### src/rtl/axis_skid_pkg.sv
// Shared types and constants for the AXI4-Stream skid pipeline.
package axis_skid_pkg;

    // Upper bound on the number of series stages.
    localparam int STAGES_MAX  = 8;
    // Width of the default beat layout below.
    localparam int DATA_W_DFLT = 128;

    // Byte-enable width for a given data width.
    function automatic int keep_w(input int data_w);
        return data_w / 8;
    endfunction

    // Occupancy of one skid stage.
    typedef enum logic [1:0] {
        ST_EMPTY = 2'd0,  // main and skid empty
        ST_BUSY  = 2'd1,  // main holds a beat, skid empty
        ST_FULL  = 2'd2   // main and skid both hold beats
    } stage_state_e;

    // One stream beat at the default width; the top builds the same layout at DATA_W.
    typedef struct packed {
        logic [DATA_W_DFLT-1:0]   data;
        logic [DATA_W_DFLT/8-1:0] keep;
        logic                     last;
    } beat_t;

endpackage

### src/rtl/axis_skid_stage.sv
// One full-throughput skid-buffer stage: a main register that drives the
// output and a skid register that catches the beat in flight when the
// downstream stalls. in_ready and out_valid both come straight from flops.
module axis_skid_stage
    import axis_skid_pkg::*;
#(
    parameter type beat_t = logic
) (
    input  logic  clk,
    input  logic  rstn,
    input  beat_t in_beat,
    input  logic  in_valid,
    output logic  in_ready,
    output beat_t out_beat,
    output logic  out_valid,
    input  logic  out_ready,
    output logic  busy
);

    stage_state_e state_q, state_d;
    beat_t        main_q, skid_q;
    logic         ready_q;
    logic         in_xfer, out_acc;
    logic         load_main_in, load_main_skid, load_skid;

    assign in_xfer   = in_valid && ready_q;
    assign out_acc   = (state_q != ST_EMPTY) && out_ready;
    assign in_ready  = ready_q;
    assign out_valid = (state_q != ST_EMPTY);
    assign out_beat  = main_q;
    assign busy      = (state_q != ST_EMPTY);

    // Next state and register load selects from the two handshakes.
    always_comb begin
        // NOTE: every output gets a default first so no path infers a latch.
        state_d        = state_q;
        load_main_in   = 1'b0;
        load_main_skid = 1'b0;
        load_skid      = 1'b0;
        unique case (state_q)
            ST_EMPTY: begin
                if (in_xfer) begin
                    load_main_in = 1'b1;
                    state_d      = ST_BUSY;
                end
            end
            ST_BUSY: begin
                if (in_xfer && out_acc) begin
                    load_main_in = 1'b1;
                end else if (in_xfer) begin
                    load_skid = 1'b1;
                    state_d   = ST_FULL;
                end else if (out_acc) begin
                    state_d = ST_EMPTY;
                end
            end
            ST_FULL: begin
                // in_ready is low here, so only the output side can move.
                if (out_acc) begin
                    load_main_skid = 1'b1;
                    state_d        = ST_BUSY;
                end
            end
            default: state_d = ST_EMPTY;
        endcase
    end

    // State, payload registers and the registered upstream ready.
    always_ff @(posedge clk) begin
        // NOTE: non-blocking assignments so all flops update from pre-edge values.
        if (!rstn) begin
            // NOTE: payload registers are cleared too, so nothing stale is visible after reset.
            state_q <= ST_EMPTY;
            main_q  <= '0;
            skid_q  <= '0;
            ready_q <= 1'b0;
        end else begin
            state_q <= state_d;
            ready_q <= (state_d != ST_FULL);
            if (load_main_in) begin
                main_q <= in_beat;
            end else if (load_main_skid) begin
                main_q <= skid_q;
            end
            if (load_skid) begin
                skid_q <= in_beat;
            end
        end
    end

endmodule

### src/rtl/axis_skid_pipe.sv
// AXI4-Stream pipeline slice: STAGES skid stages in series, or a plain
// wire-through when STAGES=0. Optional beat/packet counters on the output
// side are enabled by defining AXIS_SKID_PKT_CNT_EN.
module axis_skid_pipe
    import axis_skid_pkg::*;
#(
    parameter int DATA_W = 128,
    parameter int STAGES = 2
`ifdef AXIS_SKID_PKT_CNT_EN
    ,
    parameter int CNT_W  = 32
`endif
) (
    input  logic                      clk,
    input  logic                      rstn,
    input  logic [DATA_W-1:0]         s_axis_tdata,
    input  logic [keep_w(DATA_W)-1:0] s_axis_tkeep,
    input  logic                      s_axis_tlast,
    input  logic                      s_axis_tvalid,
    output logic                      s_axis_tready,
    output logic [DATA_W-1:0]         m_axis_tdata,
    output logic [keep_w(DATA_W)-1:0] m_axis_tkeep,
    output logic                      m_axis_tlast,
    output logic                      m_axis_tvalid,
    input  logic                      m_axis_tready,
    output logic                      busy
`ifdef AXIS_SKID_PKT_CNT_EN
    ,
    output logic [CNT_W-1:0]          beat_cnt,
    output logic [CNT_W-1:0]          pkt_cnt
`endif
);

    localparam int KEEP_W   = keep_w(DATA_W);
    localparam int N_STAGES = (STAGES > STAGES_MAX) ? STAGES_MAX : STAGES;

    typedef struct packed {
        logic [DATA_W-1:0] data;
        logic [KEEP_W-1:0] keep;
        logic              last;
    } lane_beat_t;

    generate
        if (N_STAGES == 0) begin : g_bypass
            assign m_axis_tdata  = s_axis_tdata;
            assign m_axis_tkeep  = s_axis_tkeep;
            assign m_axis_tlast  = s_axis_tlast;
            assign m_axis_tvalid = s_axis_tvalid;
            assign s_axis_tready = m_axis_tready;
            assign busy          = 1'b0;
        end else begin : g_pipe
            // Link k is the input of stage k; link N_STAGES is m_axis.
            lane_beat_t          link_beat  [N_STAGES+1];
            logic                link_valid [N_STAGES+1];
            logic                link_ready [N_STAGES+1];
            logic [N_STAGES-1:0] stage_busy;

            assign link_beat[0]         = '{data: s_axis_tdata, keep: s_axis_tkeep, last: s_axis_tlast};
            assign link_valid[0]        = s_axis_tvalid;
            assign s_axis_tready        = link_ready[0];
            assign link_ready[N_STAGES] = m_axis_tready;

            for (genvar k = 0; k < N_STAGES; k++) begin : g_stage
                axis_skid_stage #(
                    .beat_t(lane_beat_t)
                ) u_stage (
                    .clk      (clk),
                    .rstn     (rstn),
                    .in_beat  (link_beat[k]),
                    .in_valid (link_valid[k]),
                    .in_ready (link_ready[k]),
                    .out_beat (link_beat[k+1]),
                    .out_valid(link_valid[k+1]),
                    .out_ready(link_ready[k+1]),
                    .busy     (stage_busy[k])
                );
            end

            assign m_axis_tdata  = link_beat[N_STAGES].data;
            assign m_axis_tkeep  = link_beat[N_STAGES].keep;
            assign m_axis_tlast  = link_beat[N_STAGES].last;
            assign m_axis_tvalid = link_valid[N_STAGES];
            assign busy          = |stage_busy;
        end
    endgenerate

`ifdef AXIS_SKID_PKT_CNT_EN
    // Count beats and end-of-packet beats leaving on m_axis; both wrap.
    always_ff @(posedge clk) begin
        if (!rstn) begin
            beat_cnt <= '0;
            pkt_cnt  <= '0;
        end else if (m_axis_tvalid && m_axis_tready) begin
            beat_cnt <= beat_cnt + CNT_W'(1);
            if (m_axis_tlast) begin
                pkt_cnt <= pkt_cnt + CNT_W'(1);
            end
        end
    end
`endif

endmodule

### config.mk
export PLATFORM = sky130hd
export DESIGN_NAME = axis_skid_pipe
export DESIGN_NICKNAME = d
export VERILOG_FILES = /design/src/rtl/axis_skid_pkg.sv /design/src/rtl/axis_skid_stage.sv /design/src/rtl/axis_skid_pipe.sv
export SDC_FILE = /design/constraint.sdc
export NUM_CORES = 1
export LEC_CHECK = 0
export CELL_PAD_IN_SITES_DETAIL_PLACEMENT = 1
export CELL_PAD_IN_SITES_GLOBAL_PLACEMENT = 2
export CORE_MARGIN = 4
export CORE_UTILIZATION = 30
export DETAILED_ROUTE_END_ITERATION = 7
export DONT_BUFFER_PORTS = 1
export HOLD_SLACK_MARGIN = 0.08
export PLACE_DENSITY_LB_ADDON = 0.2
export SLEW_MARGIN = 20
export SYNTH_ARGS = -nofsm -noshare
export SYNTH_HDL_FRONTEND = slang
export SYNTH_SLANG_ARGS = --single-unit
### constraint.sdc
create_clock -name clk -period 1.8 [get_ports clk]
set_input_delay 0.27 -clock clk [delete_from_list [all_inputs] [get_ports clk]]
set_output_delay 0.27 -clock clk [all_outputs]
set_load 0.03 [all_outputs]
==> run summary <==
SYNTHESIS
----------------------------------------------------------------------------------
Sequential cell area fraction in the yosys report                            0.513
Dominant cell type by area after synthesis                                 dfxtp_1
Main flop type after synthesis                                             dfxtp_1
Number of flops mapped to enable cells by yosys                                  0
Net Count, Synth                                                             3,061
Synthesized instance count                                                   2,912
Share of Yosys cell area claimed by the top area cell type                   0.513
Most repeated cell in the gate-level netlist after synthesis               nand2_1
Share of flip-flops with an asynchronous set or reset                            0
Top post-synthesis cells by count                                     nand2_1 (1,164), dfxtp_1 (586), a31oi_1 (290), o21ai_0 (290), a21boi_0 (190)
Netlist cell types                                                              29
Area of the mapped netlist                                             22,900 um^2
Largest cells by area after synthesis                                 dfxtp_1 (51%), nand2_1 (19%), a31oi_1 (7.9%), o21ai_0 (6.3%), a21boi_0 (6.2%)
Number of warnings printed during yosys synthesis                                0
Post-synthesis area per instance                                         7.85 um^2
Flops & latches, synth                                                         586

TIMING
----------------------------------------------------------------------------------
Upper clock frequency limit                                              0.536 GHz
Hold Worst Slack                                                         -0.178 ns
Final worst setup slack                                                 -0.0671 ns
Headroom to the max-slew limit                                              0.0988
Final Setup Violations                                                           1
Fin crit period                                                            1.87 ns
Final number of hold-violating endpoints                                        21
Skew final                                                               0.0168 ns
Final-report max-slew violation count                                            0
Final worst-path cycle share                                                  1.04
Pin slew with the least headroom to its limit                              1.35 ns
Unrepaired setup endpoints after global routing                               true

FLOORPLAN
----------------------------------------------------------------------------------
Overall die width                                                           284 um
I/O pins                                                                       297
Row cnt                                                                        100
Die boundary height                                                         284 um
CORE AREA                                                              74,900 um^2
Initial standard-cell utilization of the core                                0.305
Area of the die                                                        80,700 um^2

GLOBAL ROUTE
----------------------------------------------------------------------------------
Global-route wire length before repair                                      124 mm
Overall Global Routing Usage                                                 0.191
Vias in the first global route                                              21,230
Overflow left after global routing                                               0
Number of antenna violations at the first check in global routing               13
Maximum number of pins on one net before global-route repair                   587

SETUP PATH
----------------------------------------------------------------------------------
Critical Path Max Stage Delay                                              0.41 ns
Slowest cell on the critical path                                            or3_4
CP endpoint kind                                                      primary output
CP Data Arrival Time                                                       1.60 ns
Kind of launch point of the worst setup path                                  flop
Worst EP required                                                          1.53 ns
CP Class                                                                   reg2out
Crit Path Max Fanout                                                             2
Crit path cell chain                                                  or2_4 -> or3_4

PLACEMENT
----------------------------------------------------------------------------------
Area post-placement                                                    24,200 um^2
Last weighted congestion value of the routability-driven placer              0.734
Post-DP HPWL                                                               46.6 mm
Post-placement worst setup slack                                         -0.133 ns
# port buffers                                                                   0

FINISH
----------------------------------------------------------------------------------
Number of inserted filler cells in the final layout                          8,792
Total Nets Final                                                             3,112
Share of final-layout standard cells stronger than drive strength 1         0.0700
Area occupied by registers                                             11,700 um^2
Layout area overhead                                                         23.4%
Final std cell area, no fill                                           28,200 um^2
Fraction of the core area covered by cells at the end of the flow            0.377
Multi-input combinational cell area                                    10,100 um^2

FLOW RUN
----------------------------------------------------------------------------------
Max-cap check violation count                                                    0

CLOCK TREE
----------------------------------------------------------------------------------
# clock sinks                                                                  586
Buffer depth of the longest clock path                                           3
Hold-fix buffer count after cts                                                151
Clock tree from TritonCTS                                                      yes
Clock Tree Root                                                          clkbuf_16
H-Tree Level Count                                                               3
Clock latency at the later pin of the worst-skew pair                      0.60 ns
Clock buffers created by TritonCTS                                              69
Reg clk slew, reported paths                                               0.06 ns

POWER AND IR DROP
----------------------------------------------------------------------------------
Areal power density over the cells                                    1080 nW/um^2
Maximum resistive drop on vdd                                           0.000526 V
Static leakage                                                          0.00926 uW
Post-layout total power                                                  30,400 uW

DRT
----------------------------------------------------------------------------------
Residual DRC                                                                     0
Via count normalized by instance count                                        5.11
Post-detailed-route count of antenna-violating nets                              0
Number of vias in the routed layout                                         20,418
Final Routed Wirelength                                                    79.7 mm
Number of optimization iterations in the first detailed-route pass               7
DRC marker count from the first detailed-route iteration                       942
Routed length per instance                                                 20.0 um

WORST HOLD PATH
----------------------------------------------------------------------------------
Worst min path class                                                        in2reg

RUN STATUS
----------------------------------------------------------------------------------
Violated checks                                                       negative hold slack, negative setup slack
Status                                                                complete, but fails checks

[area by class of cell]
cell class,instances,area share
clock inverter,18,0.00780
tap,969,0.0430
multi-input combinational,2068,0.358
antenna,10,0.000887
timing repair buffer,235,0.0995
sequential,586,0.416
clock buffer,104,0.0742
inverter,3,0.000399
[logic make-up after synthesis]
group / count (synthesis) / synth area share
compound gates: 878 / 0.240
buf+inv: 258 / 0.0484
flops: 586 / 0.513
simple gates: 1189 / 0.198
mux: 1 / 0.000493
[critical path: cells and delay by family, from the launching register on]
family | cells | cell delay [ns]
simple gates | 2 | 0.65
flops | 1 | 0.34
[registers in the layout, summed over array words and instances (netlist names)]
| name | count |
|---|---|
| g_pipe.g_stage.u_stage.state_q | 4 |
| g_pipe.g_stage.u_stage.in_ready | 2 |
| g_pipe.g_stage.u_stage.out_beat | 290 |
| g_pipe.g_stage.u_stage.skid_q | 290 |
[layer usage]
| layer | wire length [um] | global-route usage | part of all wire |
|---|---|---|---|
| met1 | 36700 | 0.246 | 0.46 |
| met2 | 36800 | 0.321 | 0.46 |
| met3 | 4010 | 0.0437 | 0.050 |
| met4 | 2180 | 0.0582 | 0.027 |
| met5 | 34 | 0 | 0.00043 |
[per-stage QoR]
| step | hold WS [ns] | setup TNS [ns] | std cells |
|---|---|---|---|
| floorplan | 0.405 | 0 | 2912 |
| global placement | 0.407 | 0 | 3702 |
| detailed placement | 0.412 | -2.94 | 3702 |
| CTS | -0.201 | -0.158 | 3978 |
| global route | -0.204 | -0.122 | 3989 |
| finish | -0.178 | -0.0671 | 3993 |
[power breakdown]
group,switching (uW),internal (uW),total (uW)
Clock,5700,8610,14300
Sequential,846,13500,14300
Combinational,886,844,1730
Total,7440,22900,30400
[layout by cell type, fill, tap and decap left out, types with 3 or more instances in the layout]
master and instances:
o21ai_0 290, bufinv_16 4, nand2_1 1163, dlygate4sd3_1 151, diode_2 10, and2_1 3
clkbuf_16 75, clkbuf_1 16, a21boi_0 190, buf_12 48, a21boi_1 100, a21oi_1 4
clkinv_2 10, dfxtp_2 3, buf_4 30, or3_4 3, nand2b_1 4, dfxtp_1 581
buf_6 3, a31oi_1 290, clkbuf_8 15
[path summary, 6_finish.rpt]
check / from / end / slack (ns) / cells past startpoint
setup / recovery: g_pipe.g_stage[1].u_stage.state_q[1]$_SDFF_PN0_ / busy / -0.07 / 2
hold / removal: rstn / g_pipe.g_stage[1].u_stage.out_beat[19]$_SDFFE_PN0P_ / -0.18 / 2
setup reg to reg: g_pipe.g_stage[0].u_stage.state_q[1]$_SDFF_PN0_ / g_pipe.g_stage[1].u_stage.state_q[0]$_SDFF_PN0_ / 0.05 / 5
hold reg to reg: g_pipe.g_stage[0].u_stage.skid_q[15]$_SDFFE_PN0P_ / g_pipe.g_stage[0].u_stage.skid_q[15]$_SDFFE_PN0P_ / 0.45 / 2
[repair_timing]
| action | 4_1_cts | 5_1_grt |
|---|---|---|
| setup endpoints to repair | 83 | 85 |
| gates resized for setup | 9 | 7 |
| buffers inserted | 3 | 3 |
| hold endpoints to repair | 586 | 434 |
| pin swaps | 2 | 2 |
| cloned | 0 | 2 |
Power figures use the tool's default switching activity.
